$ cat src/rtl/sym_pkg.sv
// sym_pkg: shared definitions for the symbol receiver.
//   SYM_W_DEF / SYMS_PER_WORD_DEF : default symbol width and symbols per word
//   word_t                        : packed output word at the default sizes
//   pk_state_t                    : packer state (number of symbols held)
package sym_pkg;

  localparam int SYM_W_DEF         = 3;
  localparam int SYMS_PER_WORD_DEF = 3;
  localparam int WORD_W_DEF        = SYM_W_DEF * SYMS_PER_WORD_DEF;

  typedef logic [WORD_W_DEF-1:0] word_t;

  // The encoding is wide enough for up to four symbols per word. Only the
  // states of the default word size are named.
  localparam int ST_W = 2;
  typedef enum logic [ST_W-1:0] {
    S0 = 2'd0,
    S1 = 2'd1,
    S2 = 2'd2
  } pk_state_t;

endpackage

$ cat src/rtl/sym_fifo.sv
// sym_fifo: word FIFO holding packed words for the downstream consumer.
//   clk, rst_n : clock and synchronous active-low reset
//   push, din  : write request and word to store (ignored when full)
//   pop        : read request (ignored when empty)
//   dout       : head word, forced to zero while empty
//   level      : occupancy, 0..DEPTH
module sym_fifo #(
  parameter int WIDTH = 9,
  parameter int DEPTH = 4,
  localparam int AW    = $clog2(DEPTH),
  localparam int LVL_W = AW + 1
) (
  input  logic             clk,
  input  logic             rst_n,
  input  logic             push,
  input  logic             pop,
  input  logic [WIDTH-1:0] din,
  output logic [WIDTH-1:0] dout,
  output logic [LVL_W-1:0] level
);

  logic [WIDTH-1:0] mem [DEPTH];
  logic [AW-1:0]    wr_ptr;
  logic [AW-1:0]    rd_ptr;
  logic [LVL_W-1:0] level_q;
  logic             push_ok;
  logic             pop_ok;

  // Full/empty gating uses the registered level, so a pop never frees space
  // for a push in the same cycle.
  assign push_ok = push && (level_q != LVL_W'(DEPTH));
  assign pop_ok  = pop  && (level_q != '0);

  // Pointers are exactly log2(DEPTH) bits, so they wrap naturally.
  always_ff @(posedge clk) begin
    if (!rst_n) begin
      wr_ptr  <= '0;
      rd_ptr  <= '0;
      level_q <= '0;
    end else begin
      if (push_ok) wr_ptr <= wr_ptr + AW'(1);
      if (pop_ok)  rd_ptr <= rd_ptr + AW'(1);
      case ({push_ok, pop_ok})
        2'b10:   level_q <= level_q + LVL_W'(1);
        2'b01:   level_q <= level_q - LVL_W'(1);
        default: level_q <= level_q;
      endcase
    end
  end

  // Storage carries no reset; the head is masked while empty instead.
  always_ff @(posedge clk) begin
    if (push_ok) mem[wr_ptr] <= din;
  end

  assign dout  = (level_q != '0) ? mem[rd_ptr] : '0;
  assign level = level_q;

endmodule

$ cat src/rtl/sym_rx.sv
// sym_rx: packs SYM_W-bit symbols LSB-first into words of SYMS_PER_WORD
// symbols and queues the words in a DEPTH-entry FIFO.
//   clk, rst_n         : clock and synchronous active-low reset
//   a, a_valid, a_ready: symbol input handshake
//   flush              : drop the partially packed word
//   word, word_valid   : FIFO head and its valid flag
//   word_ready         : downstream consumes the head word
//   level              : FIFO occupancy
module sym_rx
  import sym_pkg::*;
#(
  parameter int SYM_W         = SYM_W_DEF,
  parameter int SYMS_PER_WORD = SYMS_PER_WORD_DEF,
  parameter int DEPTH         = 4
) (
  input  logic                           clk,
  input  logic                           rst_n,
  input  logic [SYM_W-1:0]               a,
  input  logic                           a_valid,
  output logic                           a_ready,
  input  logic                           flush,
  output logic [SYM_W*SYMS_PER_WORD-1:0] word,
  output logic                           word_valid,
  input  logic                           word_ready,
  output logic [$clog2(DEPTH):0]         level
);

  localparam int        WORD_W  = SYM_W * SYMS_PER_WORD;
  localparam int        LVL_W   = $clog2(DEPTH) + 1;
  localparam pk_state_t ST_LAST = pk_state_t'(ST_W'(SYMS_PER_WORD - 1));

  pk_state_t         state_q;
  pk_state_t         state_d;
  logic [WORD_W-1:0] hold_p0;
  logic [WORD_W-1:0] push_word;
  logic              full;
  logic              accept;
  logic              push;

  // Back-pressure only when the incoming symbol would complete a word with
  // nowhere to put it; depends on registered state only.
  assign full    = (level == LVL_W'(DEPTH));
  assign a_ready = !((state_q == ST_LAST) && full);
  assign accept  = a_valid && a_ready && !flush;
  assign push    = accept && (state_q == ST_LAST);

  always_ff @(posedge clk) begin
    if (!rst_n) state_q <= S0;
    else        state_q <= state_d;
  end

  always_comb begin
    state_d = state_q;
    if (flush) begin
      state_d = S0;
    end else if (accept) begin
      if (state_q == ST_LAST) state_d = S0;
      else                    state_d = pk_state_t'(state_q + ST_W'(1));
    end
  end

  // ---- stage p0: symbol holding register (slot index = packer state) ----
  always_ff @(posedge clk) begin
    if (accept) hold_p0[int'(state_q)*SYM_W +: SYM_W] <= a;
  end

  // The completing symbol bypasses the holding register so the word enters
  // the FIFO on the same edge it is accepted.
  always_comb begin
    push_word = hold_p0;
    push_word[(SYMS_PER_WORD-1)*SYM_W +: SYM_W] = a;
  end

  // ---- stage p1: output FIFO ----
  sym_fifo #(
    .WIDTH (WORD_W),
    .DEPTH (DEPTH)
  ) u_fifo (
    .clk   (clk),
    .rst_n (rst_n),
    .push  (push),
    .pop   (word_ready),
    .din   (push_word),
    .dout  (word),
    .level (level)
  );

  assign word_valid = (level != '0);

endmodule

$ cat config.mk
export PLATFORM = sky130hd
export DESIGN_NAME = sym_rx
export DESIGN_NICKNAME = d
export VERILOG_FILES = /design/src/rtl/sym_pkg.sv /design/src/rtl/sym_fifo.sv /design/src/rtl/sym_rx.sv
export SDC_FILE = /design/constraint.sdc
export NUM_CORES = 1
export LEC_CHECK = 0
export BUFFER_PORTS_ARGS = -buffer_cell sky130_fd_sc_hd__buf_4
export CAP_MARGIN = 0
export CORE_MARGIN = 3
export CORE_UTILIZATION = 55
export DETAILED_ROUTE_END_ITERATION = 10
export PLACE_DENSITY = 0.75
export SLEW_MARGIN = 20
export SYNTH_ARGS = -nofsm -noshare
export SYNTH_HDL_FRONTEND = slang
export SYNTH_SLANG_ARGS = --single-unit
$ cat constraint.sdc
create_clock -name clk -period 2.55 [get_ports clk]
set_clock_uncertainty 0.2 [all_clocks]
set_input_delay 0.255 -clock clk [delete_from_list [all_inputs] [get_ports clk]]
set_output_delay 0.255 -clock clk [all_outputs]
set_load 0.02 [all_outputs]
# Yosys cells after proc, flatten, opt, wreduce, memory -nomap -nowiden
# Memories as Yosys holds them, arrays and structs flattened. A register that Yosys moved wholly into a read port is not among the register bits.
# Cells that the tools add are included.
# word_totals
reg_bits	18
ram_bits	36
input_bits	8
elab_cells	40
n_memories	1
# op_classes
add_sub_neg	6
mul	1
n_eq_ne	5
shifts	2
n_mux	8
bitwise_logic	1
n_reduce_logical	11
# memory_table
name	depth	width	rd	rd_clocked_by_memory_dff	wr	line_no	rtl
u_fifo.mem	4	9	1	1	1	sym_fifo.sv:22	logic [WIDTH-1:0] mem [DEPTH];
# op_table
op	count
negation 4 -> 33 bit	1
variable shift 3 x 33 -> 9 bit (first input constant)	1
indexed part select 3 x 33 -> 9 bit	1
bitwise mux 9 bit	1
two-way mux 9 bit	1
adder 2 x 1 -> 2 bit (second input constant)	3
logical AND 1 bit	6
two-way mux 2 bit	3
case mux 3 bit (2 select lines)	1
equality test 2 bit (second input constant)	2
multiplier 2 x 2 -> 4 bit (second input constant)	1
adder 3 x 1 -> 3 bit (second input constant)	1
equality test 3 bit (second input constant)	1
!= test 3 bit (second input constant)	1
nonzero test 3 bit	1
subtractor 3 x 1 -> 3 bit (second input constant)	1
equality test 2 x 1 -> 1 bit (second input constant)	1
logical NOT 1 bit	2
two-way mux 1 bit	2
nonzero test 2 bit	1
OR reduction 2 bit	1
NOT 1 bit	1

# Depth between registers and ports, before layout
# depth
word_depth	9
depth_mapped	11
ltp_nobuf	11

# Hierarchy
# Synthesis repeated with hierarchy kept, for this count alone.
# hier_totals
hier_cells	146
hier_area_um2	2388.5
# modules_own_cells
module	instances	cells_per_inst	area_per_inst_um2
sym_fifo	1	110	1940.6
sym_rx	1	36	447.9

# Worst setup path before layout
# No wires, ideal clock.
# synth_path
path_kind	reg-to-reg
start	register state_q[0]
end	register u_fifo.level_q[2], in the netlist u_fifo.level[2]
arrival_ns	2.066
required_time_ns	2.274
slack_ns	0.209
path_stages_with_launch	12
period_less_slack_ns	2.341
path_cell_list	dfxtp_1 > inv_1 > ha_1 > inv_1 > a311oi_4 > inv_1 > ha_1 > inv_1 > fa_1 > xor2_1 > or3_1 > a21boi_0
# synth_via
elab_chain_cells	9
elab_cells_between_ends	11
cone_classes	eq/ne (3); mux (1); reduce/logical (7)
# synth_lines
element	line_no	rtl
start, declared	sym_rx.sv:32	pk_state_t state_q;
start signal, assigned	sym_rx.sv:49	else state_q <= state_d;
equality test 2 bit (*)	sym_rx.sv:43, sym_rx.sv:45	
logical AND 1 bit	sym_rx.sv:43	assign a_ready = !((state_q == ST_LAST) && full);
logical NOT 1 bit	sym_rx.sv:43	
logical AND 1 bit (2 in a row)	sym_rx.sv:44	assign accept = a_valid && a_ready && !flush;
logical AND 1 bit (*)	sym_rx.sv:45	assign push = accept && (state_q == ST_LAST);
logical AND 1 bit (*)	sym_fifo.sv:31	assign push_ok = push && (level_q != LVL_W'(DEPTH));
equality test 2 x 1 -> 1 bit or equality test 2 bit (tied branches)	sym_fifo.sv:43	case ({push_ok, pop_ok})
case mux 3 bit (2 select lines) or nonzero test 2 bit (tied branches)	--	
end signal, assigned	sym_fifo.sv:44	2'b10: level_q <= level_q + LVL_W'(1);
end signal, assigned	sym_fifo.sv:45	2'b01: level_q <= level_q - LVL_W'(1);
end signal, assigned	sym_fifo.sv:46	default: level_q <= level_q;
end, declared	sym_fifo.sv:25	logic [LVL_W-1:0] level_q;
# Every way passes the cells marked *; elsewhere a longest branch is shown, timed or not.
# A chain may end at the register's enable or synchronous reset.

# Worst setup path after layout
# Same ends and word-level chain as after synthesis.

==> summary.txt <==
Critical path
  • Max incr delay on CP: ~380 ps
  • Delay-heaviest family, CP: adder cells
  • Critical path required time: between 2000 and 3000 ps
  • Crit path max fanout: 3
  • Cells along the critical path: inv_1 -> ha_1 -> inv_1 -> a311oi_4 -> inv_1 -> ha_1 -> inv_1 -> fa_1 -> xor2_1 -> or3_1 -> a21boi_0
  • Critical Path Most Common Cell: inv_1
  • Number of buffers and inverters on the critical path: 4
  • Slowest stage cell on the critical path: fa_1
  • Worst Path Arrival: roughly 2400 ps
  • Type of origin of the critical path: register
  • Critical path class: reg2reg
  • Worst setup EP type: register

Clocking
  • CTS H-Tree Depth: 2
  • Clock transition at path regs: roughly 90 ps
  • Clock buffer depth: 2
  • Resized Gates After CTS: 0
  • Later-pin clock latency in the skew report: 290 ps
  • CTS tree: done
  • Num CTS Buffers: 5
  • CTS sink cnt: 53
  • Root Buffer: clkbuf_8

Yosys
  • Synth top area cells: edfxtp_1 (55%), dfxtp_1 (9.6%), mux4_2 (8.8%)
  • Post-Synth XOR/XNOR Area: 0.007609
  • Synth Area in Simple Gates: 0.1207
  • Synth cell count leaders: edfxtp_1 (42), dfxtp_1 (11), ha_1 (10), nor2b_1 (10)
  • Top-count cell post-synth: edfxtp_1
  • Synth Cell Area: between 2000 and 2500 um2
  • Avg Inst Size Synth: about 16 um2
  • Compound-Gate Fraction of Synth Area: 0.03967
  • Sequential element share of the synthesized area: 0.6435
  • Gate Count Post-Synth: 146
  • Multiplexer share of the synthesized area: 0.09674
  • Top FF cell, synth: edfxtp_1
  • Post-synth EDFFs: 42
  • Post-Synth Adder-Cell Area: 0.06304
  • Synth top area share: 0.5478
  • Ys Warns: 0
  • FFs w/ async S/R, synth: 0
  • #FFs+latches synth: 53
  • Post-synthesis net count: roughly 170
  • Synth area leader: edfxtp_1
  • Largest family of logic cells by synthesized area: simple AND/OR/NAND/NOR gates
  • Synth cell types: 31

Power and ir drop
  • Comb pwr share: 0.027
  • P_int: around 1.1 mW
  • P_leak: around 0.94 nW
  • P_sw: roughly 270 uW
  • Overall Power: 1.410 mW
  • Switching Fraction: 0.1920
  • Clock power share: 0.311
  • PwrDens: about 530 nW/um2
  • Sequential Power Share: 0.662
  • Maximum VDD drop: between 0.3 and 0.4 mV

STA
  • Max transition margin: 0.6815
  • Min cycle time layout: between 2000 and 2500 ps
  • Unrepaired setup endpoints after global routing: no
  • Final WS setup: between 150 and 200 ps
  • Final Hold Fails: 0
  • Worst slew pin tran: 477.7 ps
  • Fmax: around 420 MHz
  • Max-slew violation count: 0
  • Setup Viol. Count Final: 0
  • Worst hold slack: about 47 ps
  • Setup TNS: 0 ps
  • Fin crit share: 0.9330

Cells and area
  • Final #Nets: just under 200
  • Diode count: 0
  • Fin cells: 226
  • Register area: between 1000 and 1500 um2
  • Area of the multi-input gates: ~750 um2
  • Final core occ: 0.6854
  • Area grow syn2layout: 14.73%
  • Share of layout cells above drive strength 1: 0.2753
  • Fin area: 2641 um2
  • Fillers: between 200 and 300

Drt
  • Drt first pass iters: 4
  • DRT antenna net count: 0
  • Vias per cell: between 5 and 6
  • Via count: about 1.2k
  • Routed Wire Length: ~3.6 mm
  • 1st-iter DRT viols: 45
  • Drt wl/cell: roughly 16 um
  • Residual DRC: 0

Die
  • Chip width: roughly 70 um
  • Die ar.: roughly 5000 um2
  • Die span in y: about 71 um
  • Initial Util: 0.5974
  • FP Rows: 22
  • I/O pin cnt: 22
  • Core area: around 3900 um2

Placement
  • Area after DPL: between 2000 and 3000 um2
  • PortBufs: 21
  • Worst slack, placed: 178.9 ps
  • Gpl congestion: between 0.6 and 0.7
  • Hpwl dp: around 2.7 mm
  • Cells after DPL: between 200 and 250

Global route
  • First-pass GRT wire length: between 6 and 7 mm
  • Antenna violations before repair: 0
  • Total track usage: 0.1631
  • Total gr overflow: 0
  • Vias in the first global route: 1262
  • Largest net degree at the start of global routing: 17

Worst hold path
  • Hold Path Class: in2reg

Status
  • Status: finished, final reports clean

Job
  • Max Cap Violations: 0
==> cell type report <==
cell class                 count  area share
clock buffer                   5     0.02605
inverter                      11     0.01563
clock inverter                 3    0.006632
sequential                    53      0.5609
tap                           48     0.02274
multi-input combinational     78      0.2856
timing repair buffer          28     0.08243
==> timing repair <==
action / in CTS / in global routing
endpoints found under the hold margin: 12 / 0
hold buffers: 3 / 0
setup buffers: 0 / 0
==> worst reg2reg max path: cells and delay by family (launching register included) <==
family                     cells  cell delay, ps
adders and majority gates      3             790
DFF                            1             340
buffers and inverters          4             310
and+or+nand+nor                1             300
AOI/OAI and AO/OA              2             210
xor gates and xnor gates       1             160
==> state kept, by name (all words and copies together) (netlist names), named ones only <==
name	flops
u_fifo.mem	36
hold_p0	6
u_fifo.level	3
state_q	2
u_fifo.rd_ptr	2
u_fifo.wr_ptr	2
==> logic make-up after synthesis <==
family,after synthesis
flip-flops,53
AND/OR/NAND/NOR,42
buffers and inverters,15
AO/OA/AOI/OAI,12
multiplexers,11
adder cells (fa/ha/maj),11
XOR/XNOR,2
==> layer usage <==
metal	vias to the layer above	GRT usage	part of all wire
met3	6	0.04261	0.044
met1	578	0.2012	0.41
met5	-	0	0
met2	26	0.2884	0.53
met4	0	0.03758	0.013
li1	592	-	-
==> cells in the final DEF (no fill, tap or decap), types with 2 or more instances in the layout <==
| cell type | instances |
|---|---|
| buf_4 | 25 |
| inv_2 | 2 |
| a21boi_0 | 3 |
| mux2i_1 | 2 |
| nor2b_4 | 2 |
| nand2_1 | 7 |
| nor2b_1 | 10 |
| dfxtp_1 | 11 |
| and3_1 | 4 |
| nand3_1 | 2 |
| dlygate4sd3_1 | 3 |
| ha_1 | 10 |
| clkbuf_8 | 5 |
| clkinv_2 | 2 |
| mux4_2 | 9 |
| inv_1 | 9 |
| o21ai_0 | 7 |
| edfxtp_1 | 42 |
| and2_1 | 9 |
| or3_1 | 2 |
==> power by group through the flow <==
stage | clock, mW | sequential, mW | combinational [mW]
5_1_grt | 0.488 | 0.935 | 0.0433
2_1_floorplan | 0 | 0.953 | 0.0167
6_report | 0.438 | 0.934 | 0.0383
4_1_cts | 0.449 | 0.934 | 0.0387
3_3_place_gp | 0 | 0.953 | 0.0335
3_5_place_dp | 0 | 0.954 | 0.0351
==> final timing paths <==
path / startpoint / to / slack (ps) / depth (start not counted)
setup reg to reg: state_q[0] / u_fifo.level[2] / 170 / 11
setup / recovery: state_q[0] / u_fifo.level[2] / 170 / 11
hold / removal: flush / state_q[1] / 50 / 3
hold reg to reg: u_fifo.rd_ptr[0] / u_fifo.rd_ptr[0] / 300 / 2
Note: power is estimated with default switching activity, not from simulation.
